`src/rtl/pc_gen_pkg.sv`:
```
// pc_gen_pkg: shared encodings for the fetch PC generator.
// npc_op codes, FSM state encoding, exception vector and a small alignment helper.
package pc_gen_pkg;

  localparam int NPC_OP_W_DEF = 3;

  // npc_op encoding; codes 5..7 behave as NPC_NORMAL.
  localparam logic [2:0] NPC_NORMAL = 3'd0;
  localparam logic [2:0] NPC_BR     = 3'd1;
  localparam logic [2:0] NPC_JR     = 3'd2;
  localparam logic [2:0] NPC_JAL    = 3'd3;
  localparam logic [2:0] NPC_J      = 3'd4;

  // BOOT: first cycle out of reset, RUN: sequential fetch, PEND: target held in pend_pc.
  typedef enum logic [1:0] {
    ST_BOOT = 2'd0,
    ST_RUN  = 2'd1,
    ST_PEND = 2'd2
  } pc_state_e;

  localparam logic [31:0] EXC_VECTOR = 32'h0000_4180;

  // A target is misaligned when its two low bits are not both zero.
  function automatic logic is_misaligned(input logic [1:0] lsb);
    return |lsb;
  endfunction

endpackage

```
`src/rtl/pc_gen_if.sv`:
```
// pc_gen_if: fetch request channel between pc_gen and instruction memory.
// Handshake: fetch_pc is a request whenever fetch_valid is high; it is accepted
// on a rising edge where fetch_valid & fetch_ready are both high, and fetch_pc
// does not change while fetch_valid is high and fetch_ready is low.
interface pc_gen_if #(
  parameter int XLEN = 32
) ();
  logic            fetch_valid;
  logic            fetch_ready;
  logic [XLEN-1:0] fetch_pc;

  modport master (output fetch_valid, output fetch_pc, input fetch_ready);
  modport slave  (input fetch_valid, input fetch_pc, output fetch_ready);
endinterface

```
`src/rtl/pc_gen_npc_target.sv`:
```
// npc_target: combinational redirect target, JAL link address,
// redirect-active decode and target misalignment detection.
module npc_target
  import pc_gen_pkg::*;
#(
  parameter int XLEN     = 32,
  parameter int NPC_OP_W = 3
) (
  input  logic                redir_valid,
  input  logic [NPC_OP_W-1:0] npc_op,
  input  logic                br_taken,
  input  logic [XLEN-1:0]     pc_d,
  input  logic [15:0]         imm16,
  input  logic [25:0]         imm26,
  input  logic [XLEN-1:0]     rs_val,
  output logic [XLEN-1:0]     target,
  output logic [XLEN-1:0]     link_pc,
  output logic                redir_active,
  output logic                misaligned
);

  logic [XLEN-1:0] br_off;

  // Sign-extended word offset of a branch, already shifted to a byte offset.
  assign br_off  = {{(XLEN-18){imm16[15]}}, imm16, 2'b00};
  assign link_pc = pc_d + XLEN'(8);

  // Decode the op into a target and whether it redirects fetch at all.
  always_comb begin
    target       = pc_d + XLEN'(4);
    redir_active = 1'b0;
    case (npc_op)
      NPC_OP_W'(NPC_BR): begin
        target       = pc_d + XLEN'(4) + br_off;
        redir_active = redir_valid & br_taken;
      end
      NPC_OP_W'(NPC_JR): begin
        target       = rs_val;
        redir_active = redir_valid;
      end
      NPC_OP_W'(NPC_JAL), NPC_OP_W'(NPC_J): begin
        target       = {pc_d[XLEN-1:28], imm26, 2'b00};
        redir_active = redir_valid;
      end
      default: begin
        target       = pc_d + XLEN'(4);
        redir_active = 1'b0;
      end
    endcase
  end

  assign misaligned = is_misaligned(target[1:0]);

endmodule

```
`src/rtl/pc_gen.sv`:
```
// pc_gen: fetch PC register and redirect FSM (BOOT/RUN/PEND).
// A redirect that cannot be applied because fetch did not advance is held in
// pend_pc until the next advance; a newer redirect replaces it.
// Optional macro PC_GEN_EXC_EN adds exc_req/eret_req/epc, which take priority
// over decode redirects (exception vector first, then epc).
module pc_gen
  import pc_gen_pkg::*;
#(
  parameter int          XLEN     = 32,
  parameter logic [31:0] RESET_PC = 32'h0000_3000,
  parameter int          NPC_OP_W = NPC_OP_W_DEF
) (
  input  logic                clk,
  input  logic                reset,
  input  logic                stall,
  pc_gen_if.master            fetch,
  input  logic                redir_valid,
  input  logic [NPC_OP_W-1:0] npc_op,
  input  logic                br_taken,
  input  logic [XLEN-1:0]     pc_d,
  input  logic [15:0]         imm16,
  input  logic [25:0]         imm26,
  input  logic [XLEN-1:0]     rs_val,
  output logic [XLEN-1:0]     link_pc,
  output logic                pend_valid,
  output logic                addr_err,
`ifdef PC_GEN_EXC_EN
  input  logic                exc_req,
  input  logic                eret_req,
  input  logic [XLEN-1:0]     epc,
`endif
  output pc_state_e           dbg_state
);

  pc_state_e       state_q, state_d;
  logic [XLEN-1:0] fetch_pc_q, fetch_pc_d;
  logic [XLEN-1:0] pend_pc_q, pend_pc_d;
  logic            addr_err_q, addr_err_d;

  logic [XLEN-1:0] npc_tgt;
  logic            npc_active;
  logic            npc_misal;
  logic [XLEN-1:0] sel_target;
  logic            sel_active;
  logic            sel_misal;
  logic            fetch_valid;
  logic            advance;

  npc_target #(
    .XLEN     (XLEN),
    .NPC_OP_W (NPC_OP_W)
  ) u_npc_target (
    .redir_valid  (redir_valid),
    .npc_op       (npc_op),
    .br_taken     (br_taken),
    .pc_d         (pc_d),
    .imm16        (imm16),
    .imm26        (imm26),
    .rs_val       (rs_val),
    .target       (npc_tgt),
    .link_pc      (link_pc),
    .redir_active (npc_active),
    .misaligned   (npc_misal)
  );

  assign fetch_valid = (state_q != ST_BOOT);
  assign advance     = fetch_valid & fetch.fetch_ready & ~stall;

  // Pick the winning redirect source for this cycle.
  always_comb begin
    sel_target = npc_tgt;
    sel_active = npc_active;
    sel_misal  = npc_misal;
`ifdef PC_GEN_EXC_EN
    if (exc_req) begin
      sel_target = XLEN'(EXC_VECTOR);
      sel_active = 1'b1;
      sel_misal  = is_misaligned(EXC_VECTOR[1:0]);
    end else if (eret_req) begin
      sel_target = epc;
      sel_active = 1'b1;
      sel_misal  = is_misaligned(epc[1:0]);
    end
`endif
  end

  // Next-state and register update: apply, hold, or advance the fetch PC.
  always_comb begin
    state_d    = state_q;
    fetch_pc_d = fetch_pc_q;
    pend_pc_d  = pend_pc_q;
    addr_err_d = addr_err_q;
    case (state_q)
      ST_BOOT: begin
        state_d = ST_RUN;
      end
      ST_RUN: begin
        if (sel_active) begin
          addr_err_d = addr_err_q | sel_misal;
          if (advance) begin
            fetch_pc_d = sel_target;
          end else begin
            pend_pc_d = sel_target;
            state_d   = ST_PEND;
          end
        end else if (advance) begin
          fetch_pc_d = fetch_pc_q + XLEN'(4);
        end
      end
      ST_PEND: begin
        if (sel_active) begin
          addr_err_d = addr_err_q | sel_misal;
          if (advance) fetch_pc_d = sel_target;
          else         pend_pc_d  = sel_target;
        end else if (advance) begin
          fetch_pc_d = pend_pc_q;
        end
        if (advance) state_d = ST_RUN;
      end
      default: begin
        state_d = ST_BOOT;
      end
    endcase
  end

  // State and PC registers; reset discards any pending redirect.
  always_ff @(posedge clk or negedge reset) begin
    if (!reset) begin
      state_q    <= ST_BOOT;
      fetch_pc_q <= XLEN'(RESET_PC);
      pend_pc_q  <= XLEN'(RESET_PC);
      addr_err_q <= 1'b0;
    end else begin
      state_q    <= state_d;
      fetch_pc_q <= fetch_pc_d;
      pend_pc_q  <= pend_pc_d;
      addr_err_q <= addr_err_d;
    end
  end

  assign fetch.fetch_valid = fetch_valid;
  assign fetch.fetch_pc    = fetch_pc_q;
  assign pend_valid        = (state_q == ST_PEND);
  assign addr_err          = addr_err_q;
  assign dbg_state         = state_q;

endmodule

```
`src/flat_wrapper.sv`:
```
// flat-port wrapper written by rule: the top's interface ports become plain ports
module pc_gen_flat import pc_gen_pkg::*;
#(
  parameter int          XLEN     = 32,
  parameter logic [31:0] RESET_PC = 32'h0000_3000,
  parameter int          NPC_OP_W = NPC_OP_W_DEF
)
  (clk, reset, stall, redir_valid, npc_op, br_taken, pc_d, imm16, imm26, rs_val, link_pc, pend_valid, addr_err, dbg_state, fetch_fetch_valid, fetch_fetch_pc, fetch_fetch_ready);
  pc_gen_if #(.XLEN(XLEN)) fetch_i ();
  input  logic clk;
  input  logic reset;
  input  logic stall;
  input  logic redir_valid;
  input  logic [NPC_OP_W-1:0] npc_op;
  input  logic br_taken;
  input  logic [XLEN-1:0] pc_d;
  input  logic [15:0] imm16;
  input  logic [25:0] imm26;
  input  logic [XLEN-1:0] rs_val;
  output logic [XLEN-1:0] link_pc;
  output logic pend_valid;
  output logic addr_err;
  output pc_state_e dbg_state;
  output wire logic [$bits(fetch_i.fetch_valid)-1:0] fetch_fetch_valid;
  output wire logic [$bits(fetch_i.fetch_pc)-1:0] fetch_fetch_pc;
  input wire logic [$bits(fetch_i.fetch_ready)-1:0] fetch_fetch_ready;
  assign fetch_fetch_valid = fetch_i.fetch_valid;
  assign fetch_fetch_pc = fetch_i.fetch_pc;
  assign fetch_i.fetch_ready = fetch_fetch_ready;
  pc_gen #(.XLEN(XLEN), .RESET_PC(RESET_PC), .NPC_OP_W(NPC_OP_W)) u_core (.clk(clk), .reset(reset), .stall(stall), .fetch(fetch_i), .redir_valid(redir_valid), .npc_op(npc_op), .br_taken(br_taken), .pc_d(pc_d), .imm16(imm16), .imm26(imm26), .rs_val(rs_val), .link_pc(link_pc), .pend_valid(pend_valid), .addr_err(addr_err), .dbg_state(dbg_state));
endmodule
```
`config.mk`:
```
export PLATFORM = sky130hd
export DESIGN_NAME = pc_gen_flat
export DESIGN_NICKNAME = d
export VERILOG_FILES = /design/src/rtl/pc_gen_pkg.sv /design/src/rtl/pc_gen_if.sv /design/src/rtl/pc_gen_npc_target.sv /design/src/rtl/pc_gen.sv /design/src/flat_wrapper.sv
export SDC_FILE = /design/constraint.sdc
export NUM_CORES = 1
export LEC_CHECK = 0
export ABC_CLOCK_PERIOD_IN_PS = 2800
export CELL_PAD_IN_SITES_DETAIL_PLACEMENT = 1
export CELL_PAD_IN_SITES_GLOBAL_PLACEMENT = 2
export CORE_UTILIZATION = 38
export CTS_BUF_LIST = sky130_fd_sc_hd__clkbuf_8
export DETAILED_ROUTE_END_ITERATION = 12
export DONT_BUFFER_PORTS = 1
export PLACE_DENSITY = 0.89
export SLEW_MARGIN = 20
export SYNTH_ARGS = -nofsm -noshare
export SYNTH_HDL_FRONTEND = slang
export SYNTH_SLANG_ARGS = --single-unit
export TNS_END_PERCENT = 10
```
`constraint.sdc`:
```
create_clock -name clk -period 2.8 [get_ports clk]
set_clock_uncertainty 0.15 [all_clocks]
set_input_delay 0.28 -clock clk [delete_from_list [all_inputs] [get_ports clk]]
set_output_delay 0.28 -clock clk [all_outputs]
set_load 0.01 [all_outputs]
```
==> results.md <==
* Status: finished, violations left
* Failing checks: negative setup slack
* Post-placement cell count at 1472
* Row count at 52
* Placed cell areas at 9750 um2
* Synth Register Bits at 67
* Final Hold Fails at 0
* CORE AREA at approximately 20000 um2
* Total grt overflow at 0
* Leakage at 4.53 nW
* Synth area leader: dfrtp_1
* Dominant cell by count in the synthesized netlist: nand2_1
* Mean Syn Cell Area at between 7 and 8 um2
* Async set-reset flop share out of synthesis at between 90% and 100%
* Tmin final at 3.39 ns
* Clock Latency Late Sink at ~0.35 ns
* Initial antenna violation count at 0
* WS Path Type: in -> reg
* Post-synthesis sequential area ratio at between 20% and 30%
* Dpl ws at -1.05 ns
* CTS Buf Count at 9
* Hold depth at 2
* Starting Density at 39.3%
* Worst slew pin tran at 0.835 ns
* Routed WL at 34.4 mm
* CTS root buffer: clkbuf_8
* Hold Crit Class: in -> reg
* Yosys cell types at 83
* Share of post-route cells with drive strength above 1 at 28.9%
* Layout area overhead at 30.2%
* IO Pins at 184
* Die H at between 100 and 150 um
* Max-cap violations at 0
* Ranking of synthesized cells by area: dfrtp_1, ha_1, nand2_1
* Pins Over Slew Limit at 0
* Startpoint types: input port
* Chip width at 148 um
* PD cells at approximately 580 nW/um2
* Setup TNS at -13.95 ns
* GP Congestion at 0.922
* H-tree depth at 3
* Max Freq at 295 MHz
* Max_slew headroom at 44.1%
* Vias/cell at 6.17
* Final WS setup at -0.594 ns
* Fin area at 10500 um2
* R2R Setup Slk at 0.12 ns
* Ant. Diodes at 0
* Layout Cells excl Fill at 1500
* DP Wirelength at 26.5 mm
* Total GRT Usage at a little under a third
* R2R cell count at 10
* CP Capture Type: register
* RSZ-0062 raised after global routing: true
* Die area at 21800 um2
* First-pass GRT wire length at 52.8 mm
* Remaining DRCs at 0
* Commonest cells post-synth: nand2_1, nor2_1, o21ai_0
* Synth Net Count at 1216
* Clock buffer depth at 2
* Post-DRT Antenna Nets at 0
* Setup violators final at 32
* Synth warnings at 0
* Initial drt markers at roughly 680
* Largest net degree at the start of global routing at 68
* CTS tree: yes
* Top cell type's share of synthesized area at 19.6%
* Vias at 9259
* CTS clk-pin slew, worst paths at 0.07 ns
* Vias in the first global route at 9411
* Required @ worst endpoint at 2.89 ns
* Synth Cell Area at ~8100 um2
* Final core occ at 51.2%
* Crit path arrival time at ~3.5 ns
* Synth Instances at 1058
* DRT Pass-1 Iters at 6
* # nets final at 1383
* Synth Flop Type: dfrtp_1
* Final worst path period share at 121%
* DR WL/cell at approximately 23 um
* CTS Sinks at 67
* Buffers added on ports at 0
* Worst vdd ir at 0.366 mV
* Worst-path fanout max at 5
* EDFF count, synth at 0
[layout by cell type, fill, tap and decap left out, types with 12 or more instances in the layout]
cell type	netlist	layout
buf_4	6	220
nand2_1	121	119
nor2_1	87	81
o21ai_0	78	68
a21oi_1	76	68
dfrtp_1	63	63
nand3_1	44	41
xor2_1	45	40
ha_1	42	35
nor3_1	36	29
xnor2_1	39	27
inv_1	22	24
nand4_1	23	23
mux2i_1	23	23
a22oi_1	16	16
a31oi_1	20	16
o22ai_1	15	15
and3_1	14	14
a21o_1	14	14
xnor2_2	0	12
[stage by stage]
stage	hold slack, ns	total power [mW]
2_1_floorplan	-0.166	3.90
3_3_place_gp	-0.163	4.93
3_5_place_dp	-0.163	5.07
4_1_cts	0.0363	5.97
5_1_grt	0.0499	6.46
6_report	0.0662	6.05
[logic make-up after synthesis]
logic type	after synthesis	share of synthesized area (%)
flops	67	20.9
mux	38	5.23
xor+xnor	84	9.13
fa+ha+maj	43	6.77
buf+inv	93	5.84
simple gates	389	23.7
compound gates	344	28.4
[per-layer routing]
| metal | track usage (%) | wire [um] |
|---|---|---|
| met5 | 0 | 0 |
| met4 | 6.86 | 641 |
| met3 | 6.33 | 2860 |
| met2 | 51.8 | 16000 |
| met1 | 40.5 | 14900 |
[critical path: stages]
cell and delay [ns]:
ha_4 0.15, nand4_4 0.13, or4_4 0.58, nor2_4 0.15, xor2_2 0.18, ha_1 0.27, and2_4 0.15, a221o_1 0.39
a41oi_2 0.35, a211oi_4 0.08, a21oi_2 0.17, xor2_1 0.20, o21ai_2 0.09, a221o_1 0.31
[power breakdown]
group / internal, mW / total, mW / switching [mW]
Clock: 0.428 / 0.810 / 0.382
Sequential: 1.42 / 1.90 / 0.479
Combinational: 1.46 / 3.34 / 1.88
Total: 3.31 / 6.05 / 2.74
[sequential cells by signal, summed over array words and instances, names as in the netlist]
signal and flops:
u_core.fetch.fetch_pc 32, u_core.dbg_state 2, u_core.addr_err 1, u_core.pend_pc_q 32
[area by class of cell]
class / count / area [um2]
sequential: 67 / 1680
inverter: 24 / 90.1
clock buffer: 10 / 138
clock inverter: 6 / 57.6
multi-input combinational: 898 / 6440
timing repair buffer: 225 / 1740
fill: 2553 / 10000
tap: 270 / 338
[what timing repair did]
action	in CTS	in global routing
buffers inserted	3	7
pin swaps	23	22
endpoints found under the setup margin	38	42
endpoints found under the hold margin	67	0
hold buffers	2	0
gates resized for setup	40	45
[worst paths after layout]
check | startpoint | endpoint
max | pc_d[3] | u_core.fetch.fetch_pc[27]
min reg2reg | u_core.pend_pc_q[13] | u_core.pend_pc_q[13]
min | npc_op[0] | u_core.pend_pc_q[23]
max in group asynchronous | reset | u_core.pend_pc_q[13]
min in group asynchronous | reset | u_core.pend_pc_q[18]
max reg2reg | u_core.fetch.fetch_pc[2] | u_core.fetch.fetch_pc[28]
No activity file was read; power rests on OpenSTA's default activity.
